File: config.mk
export PLATFORM = sky130hd
export DESIGN_NAME = usb_volume_ramp
export DESIGN_NICKNAME = d
export VERILOG_FILES = /design/src/rtl/usb_audio_pkg.sv /design/src/rtl/usb_gain_mult.sv /design/src/rtl/usb_volume_ramp.sv
export SDC_FILE = /design/constraint.sdc
export NUM_CORES = 1
export LEC_CHECK = 0
export CELL_PAD_IN_SITES_DETAIL_PLACEMENT = 0
export CELL_PAD_IN_SITES_GLOBAL_PLACEMENT = 2
export CORE_MARGIN = 1
export CORE_UTILIZATION = 39
export DETAILED_ROUTE_END_ITERATION = 16
export PLACE_DENSITY_LB_ADDON = 0.1
export SYNTH_ARGS = -nofsm -noshare
export SYNTH_HDL_FRONTEND = slang
export SYNTH_HIERARCHICAL = 1
export SYNTH_SLANG_ARGS = --single-unit
File: constraint.sdc
create_clock -name Clk -period 7.2 [get_ports Clk]
set_clock_uncertainty 0.2 [all_clocks]
set_input_delay 1.44 -clock Clk [delete_from_list [all_inputs] [get_ports Clk]]
set_output_delay 1.44 -clock Clk [all_outputs]
set_load 0.1 [all_outputs]
File: src/rtl/usb_audio_pkg.sv
// usb_audio_pkg
// Shared constants, types and helpers for the USB audio gain path.
//   GAIN_WIDTH   : width of a per-channel gain (0..256, 256 = unity)
//   GAIN_UNITY   : unity gain value
//   ROUND_CONST  : half-LSB added before the >>> 8 that removes the gain scale
//   vol_to_gain  : maps an 8-bit USB volume onto the 9-bit gain range
//   step_dir     : which way a current gain must move to reach its target
//   apply_step   : moves a gain one unit in the given direction
package usb_audio_pkg;

    localparam int               GAIN_WIDTH         = 9;
    localparam logic [8:0]       GAIN_UNITY         = 9'd256;
    localparam int               ROUND_CONST        = 128;
    localparam int               DEFAULT_DATA_WIDTH = 16;

    typedef enum logic [1:0] {
        STEP_HOLD = 2'd0,
        STEP_UP   = 2'd1,
        STEP_DOWN = 2'd2
    } step_e;

    // 0xFF lands exactly on unity by adding the volume MSB back in.
    function automatic logic [GAIN_WIDTH-1:0] vol_to_gain(input logic [7:0] vol);
        return {1'b0, vol} + {8'd0, vol[7]};
    endfunction

    function automatic step_e step_dir(input logic [GAIN_WIDTH-1:0] gain,
                                       input logic [GAIN_WIDTH-1:0] target);
        step_e dir;
        if ((gain < target) && (gain < GAIN_UNITY)) begin
            dir = STEP_UP;
        end else if (gain > target) begin
            dir = STEP_DOWN;
        end else begin
            dir = STEP_HOLD;
        end
        return dir;
    endfunction

    function automatic logic [GAIN_WIDTH-1:0] apply_step(input logic [GAIN_WIDTH-1:0] gain,
                                                         input step_e dir);
        logic [GAIN_WIDTH-1:0] next;
        case (dir)
            STEP_UP:   next = gain + 9'd1;
            STEP_DOWN: next = gain - 9'd1;
            STEP_HOLD: next = gain;
            default:   next = gain;
        endcase
        return next;
    endfunction

endpackage

File: src/rtl/usb_gain_mult.sv
// usb_gain_mult
// One channel of the two-stage gain pipeline: stage 1 registers the
// sample x gain product, stage 2 registers the rounded, rescaled result.
//   clk, reset    : clock, synchronous active-high reset
//   valid, sample : input strobe and signed sample
//   gain          : 9-bit unsigned gain applied to this sample (256 = unity)
//   result        : signed result, held between strobes
//   result_valid  : valid delayed by two cycles
module usb_gain_mult
    import usb_audio_pkg::*;
#(
    parameter int DATA_WIDTH = DEFAULT_DATA_WIDTH
) (
    input  logic                         clk,
    input  logic                         reset,
    input  logic                         valid,
    input  logic signed [DATA_WIDTH-1:0] sample,
    input  logic [GAIN_WIDTH-1:0]        gain,
    output logic signed [DATA_WIDTH-1:0] result,
    output logic                         result_valid
);

    localparam int PW = DATA_WIDTH + GAIN_WIDTH + 1;
    localparam logic signed [PW-1:0] ROUND_W = PW'(ROUND_CONST);

    logic signed [PW-1:0]         product_s;
    logic signed [PW-1:0]         product_r;
    logic signed [PW-1:0]         rounded_s;
    logic signed [DATA_WIDTH-1:0] result_next_s;
    logic signed [DATA_WIDTH-1:0] result_r;
    logic                         valid_r;
    logic                         result_valid_r;

    // Product and round-half-up rescale; gain <= 256 keeps the result in range.
    always_comb begin
        product_s     = PW'(sample) * PW'($signed({1'b0, gain}));
        rounded_s     = product_r + ROUND_W;
        result_next_s = DATA_WIDTH'(rounded_s >>> 4'd8);
    end

    // Stage 1 and stage 2 registers; data holds when no strobe passes.
    always_ff @(posedge clk) begin
        if (reset) begin
            valid_r        <= 1'b0;
            product_r      <= '0;
            result_valid_r <= 1'b0;
            result_r       <= '0;
        end else begin
            valid_r        <= valid;
            result_valid_r <= valid_r;
            if (valid) begin
                product_r <= product_s;
            end else begin
                product_r <= product_r;
            end
            if (valid_r) begin
                result_r <= result_next_s;
            end else begin
                result_r <= result_r;
            end
        end
    end

    assign result       = result_r;
    assign result_valid = result_valid_r;

endmodule

File: src/rtl/usb_volume_ramp.sv
// usb_volume_ramp
// Applies slewed per-channel gain to the stereo PCM stream. Gains move one
// unit toward their targets every RAMP_DIV accepted samples so volume, mute
// and stream start/stop never produce a step discontinuity.
//   Clk, Reset                 : clock, synchronous active-high reset
//   Active, Mute               : stream alternate setting and mute request
//   Volume_Left/Volume_Right   : 8-bit USB volumes
//   In_Valid/In_Left/In_Right  : input sample strobe and stereo sample
//   Out_Valid/Out_Left/Out_Right : processed sample, two cycles later
//   Ramping                    : a current gain differs from its target
//   Silent                     : both current gains are zero
module usb_volume_ramp
    import usb_audio_pkg::*;
#(
    parameter int DATA_WIDTH     = DEFAULT_DATA_WIDTH,
    parameter int RAMP_DIV       = 48,
    parameter int RAMP_CNT_WIDTH = 6
) (
    input  logic                         Clk,
    input  logic                         Reset,
    input  logic                         Active,
    input  logic                         Mute,
    input  logic [7:0]                   Volume_Left,
    input  logic [7:0]                   Volume_Right,
    input  logic                         In_Valid,
    input  logic signed [DATA_WIDTH-1:0] In_Left,
    input  logic signed [DATA_WIDTH-1:0] In_Right,
    output logic                         Out_Valid,
    output logic signed [DATA_WIDTH-1:0] Out_Left,
    output logic signed [DATA_WIDTH-1:0] Out_Right,
    output logic                         Ramping,
    output logic                         Silent
);

    localparam logic [RAMP_CNT_WIDTH-1:0] RAMP_LAST = RAMP_CNT_WIDTH'(RAMP_DIV - 1);

    logic [GAIN_WIDTH-1:0]     target_left_s;
    logic [GAIN_WIDTH-1:0]     target_right_s;
    logic [GAIN_WIDTH-1:0]     gain_left_r;
    logic [GAIN_WIDTH-1:0]     gain_right_r;
    logic [RAMP_CNT_WIDTH-1:0] ramp_cnt_r;
    logic                      step_s;
    logic                      ramping_r;
    logic                      silent_r;
    logic                      valid_left_s;
    logic                      valid_right_s;

    // Targets follow the control registers every cycle; mute dominates volume.
    always_comb begin
        target_left_s  = '0;
        target_right_s = '0;
        if (Mute || !Active) begin
            target_left_s  = '0;
            target_right_s = '0;
        end else begin
            target_left_s  = vol_to_gain(Volume_Left);
            target_right_s = vol_to_gain(Volume_Right);
        end
        step_s = In_Valid && (ramp_cnt_r == RAMP_LAST);
    end

    // Ramp divider and gain slew; status flags look at the pre-step gains.
    always_ff @(posedge Clk) begin
        if (Reset) begin
            ramp_cnt_r   <= '0;
            gain_left_r  <= '0;
            gain_right_r <= '0;
            ramping_r    <= 1'b0;
            silent_r     <= 1'b1;
        end else begin
            if (step_s) begin
                ramp_cnt_r   <= '0;
                gain_left_r  <= apply_step(gain_left_r, step_dir(gain_left_r, target_left_s));
                gain_right_r <= apply_step(gain_right_r, step_dir(gain_right_r, target_right_s));
            end else if (In_Valid) begin
                ramp_cnt_r   <= ramp_cnt_r + RAMP_CNT_WIDTH'(1);
                gain_left_r  <= gain_left_r;
                gain_right_r <= gain_right_r;
            end else begin
                ramp_cnt_r   <= ramp_cnt_r;
                gain_left_r  <= gain_left_r;
                gain_right_r <= gain_right_r;
            end
            ramping_r <= (gain_left_r != target_left_s) || (gain_right_r != target_right_s);
            silent_r  <= (gain_left_r == '0) && (gain_right_r == '0);
        end
    end

    // The sample that triggers a step still sees the pre-step gain.
    usb_gain_mult #(.DATA_WIDTH(DATA_WIDTH)) u_mult_left (
        .clk          (Clk),
        .reset        (Reset),
        .valid        (In_Valid),
        .sample       (In_Left),
        .gain         (gain_left_r),
        .result       (Out_Left),
        .result_valid (valid_left_s)
    );

    usb_gain_mult #(.DATA_WIDTH(DATA_WIDTH)) u_mult_right (
        .clk          (Clk),
        .reset        (Reset),
        .valid        (In_Valid),
        .sample       (In_Right),
        .gain         (gain_right_r),
        .result       (Out_Right),
        .result_valid (valid_right_s)
    );

    assign Out_Valid = valid_left_s & valid_right_s;
    assign Ramping   = ramping_r;
    assign Silent    = silent_r;

endmodule

==> results.toml <==
[critical_path]
crit_required_ns = 7.23
endpoint_kind = "register"
crit-reg2reg-launch = "gain_right_r[4]"
timing.reg2reg.setup_slack_ns = 1.06
crit_type = "primary input to register"
cp_max_fo = 6
r2r-end = "u_mult_right/product_r[23]"
cp.arrival_ns = 6.91
startpoint_type = "primary input"
rr_worst_depth = 18

[sta]
period_minus_slack_ns = 6.88
timing.final.crit_share_pct = 95.6
rsz0062_at_grt = "no"
max-slew-margin-rel_pct = 29.6
tns_ns = 0
hold_violations = 0
fmax_mhz = 145
setup_viol = 0
tightest_slew_ns = 1.05
final_max_slew_viol_count = 0

[pwr]
netSwitchingPower_uw = 421
clockPowerShare_pct = 38.1
intPower_uw = 911
power.share.combinational_pct = 20.2
powerDensity_nw_per_um2 = 78.5
power_mw = 1.33
p_sw_share_pct = 31.6
ir_drop_mv = 0.128
leakagePower_nw = 8.53
seq_power_share_pct = 41.7

[cts]
hold_buffers = 0
clock_path_buffers = 2
htree_levels = 3
cts_inserted_buffers = 9
cts_root_buf = "clkbuf_16"
cts_tree = "built"
clkTransAtPathRegs_ns = 0.08
clock_sinks = 96
clock_latency_ns = 0.37

[yosys]
synth_compound_area_share_pct = 9.20
ys_warn_count = 6
synth_xor_area_share_pct = 5.29
ys_seq_area_share_pct = 12.9
synth_nets = 2109
syn-cell-area_um2 = 14900
synthCells = 1687
synth.avg_cell_area_um2 = 8.83
synth_cell_types = 79
yosys.area_share.simple_pct = 19.7
async_reset_ff_share_pct = 0
synth.area.mux_share_pct = 1.64
yosys_register_bits = 96
synth-adder-area-share_pct = 42.6
synth_edf_count = 0
synth-main-ff-cell = "dfxtp_1"
synth_top_family_by_area = "adder cells"

[finish]
final_cell_mix = "inv_1, fa_1, nand2_1"
nNetsFinal = 2214
syn_to_final_growth_pct = 14.1
final_common_cell = "inv_1"
layout.cells.non_filler = 2307
drive_gt1_share_pct = 6.68
diodes = 0
stdcell_area_um2 = 17000
final_util_pct = 45.2

[min_path]
min-delay-start = "u_mult_right/result[10]"
hold_depth = 2
min_path_type = "register to register"
whs_endpoint = "u_mult_right/result[10]"

[outcome]
run_status = "completed"

[floorplanning]
core-area_um2 = 37600
die_height_um = 197
die_width_um = 197
dieArea_um2 = 39000
ios = 88
start_util_pct = 39.6
rows = 71

[placed_design]
io_buffers = 87
place_inst = 2292
place_area_um2 = 16700
detailed_place_hpwl_um = 29300
routabilityCongestion = 0.813

[grt]
grt_max_degree = 71
grt_use_total_pct = 19.7
grt_pass1_wl_um = 61400
grt-ovfl-total = 0
grt_pass1_vias = 12200
antenna_found_initial = 0

[flow_run]
max_cap_violations = 0

[route]
vias_per_cell = 4.85
wl_um = 35500
drc = 0
drt_pass1_iterations = 4
wl_per_cell_um = 15.4
num_vias = 11200
drt_iter0_markers = 343
ant_nets = 0
## synth_stat cells (all sizes together) (3+ instances only)
master	instances	area share [%]
nand4	15	0.67
nand2b	6	0.25
mux2i	24	1.6
a21oi	43	1.7
o31ai	5	0.25
nand3	41	1.4
nor2	90	2.3
nand3b	6	0.30
clkbuf	57	1.4
and2	141	5.9
nor2b	8	0.34
buf	3	0.076
o211ai	7	0.35
and3	11	0.50
o22ai	5	0.21
dfxtp	96	13
a21o	12	0.61
o21ai	29	1.2
xor2	45	2.6
o21a	6	0.30
o41ai	6	0.53
and4	6	0.39
fa	230	31
a211oi	32	1.6
nand2	204	5.2
or4	4	0.20
xnor2	45	2.6
a311oi	5	0.29
or3	8	0.34
o311ai	3	0.18
nor4	4	0.17
nor3	31	1.2
ha	139	12
inv	285	7.2
or2	4	0.17
## stage by stage
step | hold slack (ns) | setup slack (ns)
detailed placement | 0.279 | -0.106
finish | 0.283 | 0.320
global placement | 0.275 | -0.0647
CTS | 0.289 | 0.283
global route | 0.303 | 0.0410
floorplan | 0.253 | 0.468
## per-layer routing
metal  up-vias  GRT usage, %  share of wire [%]
li1       5581             -                  -
met1      5509          24.8                 47
met2        83          35.8                 51
met3        26          2.07                1.3
met4         0          5.05                1.5
met5         -             0                  0
## worst max path at each step
| stage | from | endpoint | slack [ns] | cells past startpoint |
|---|---|---|---|---|
| 6_report | In_Right[5] | u_mult_right/product_r[23] | 0.32 | 19 |
| 3_5_place_dp | In_Right[5] | u_mult_right/product_r[14] | -0.11 | 19 |
| 5_1_grt | In_Right[7] | u_mult_right/product_r[23] | 0.04 | 21 |
| 4_1_cts | In_Right[5] | u_mult_right/product_r[14] | 0.28 | 19 |
| 2_1_floorplan | In_Right[7] | u_mult_right/product_r[23] | 0.47 | 21 |
| 3_3_place_gp | In_Right[7] | u_mult_right/product_r[23] | -0.06 | 21 |
## cell type report
cell class / instances / area [um2]
Fill cell: 3796 / 20600
Multi-Input combinational cell: 1246 / 11700
Sequential cell: 96 / 1920
Timing Repair Buffer: 154 / 1370
Inverter: 285 / 1070
Tap cell: 511 / 639
Clock buffer: 9 / 225
Clock inverter: 6 / 77.6
## critical path, stage by stage
cell and delay, ns:
clkdlybuf4s50_1 0.53, nand2_1 0.11, fa_1 0.57, fa_1 0.57, inv_1 0.05, fa_1 0.49, fa_1 0.56, inv_1 0.06
fa_1 0.53, inv_1 0.04, ha_1 0.31, and3_4 0.18, a221o_1 0.35, a31o_4 0.24, o21ai_4 0.17, a31oi_4 0.15
and4_2 0.26, a32oi_1 0.18, a311oi_1 0.10
## logic make-up after synthesis
| group | count (synthesis) |
|---|---|
| AND/OR/NAND/NOR | 584 |
| adder cells (fa/ha/maj) | 369 |
| buffers and inverters | 345 |
| AO/OA/AOI/OAI | 179 |
| flip-flops | 96 |
| XOR/XNOR | 90 |
| multiplexers | 24 |
## state kept, by name, summed over array words and instances (netlist names)
| name | cells |
|---|---|
| u_mult_left/product_r | 17 |
| ramp_cnt_r | 6 |
| u_mult_right/result | 16 |
| u_mult_right/product_r | 17 |
| Ramping | 1 |
| gain_right_r | 9 |
| u_mult_right/valid_r | 1 |
| u_mult_left/result | 16 |
| u_mult_right/result_valid | 1 |
| gain_left_r | 9 |
| u_mult_left/valid_r | 1 |
| u_mult_left/result_valid | 1 |
| Silent | 1 |
## power by group through the flow
| stage | combinational, mW | sequential, mW | clock, mW |
|---|---|---|---|
| final | 0.270 | 0.555 | 0.508 |
| after global routing | 0.292 | 0.557 | 0.546 |
| after CTS | 0.272 | 0.555 | 0.527 |
| after detailed placement | 0.271 | 0.568 | 0 |
| after global placement | 0.270 | 0.568 | 0 |
| after floorplan | 0.100 | 0.634 | 0 |
## repair_timing
item / 4_1_cts / 5_1_grt
setup buffers: 0 / 0
hold endpoints to repair: 0 / 0
resized for setup: 0 / 1
setup endpoints to repair: 0 / 1
Note: power is estimated with default switching activity, not from simulation.
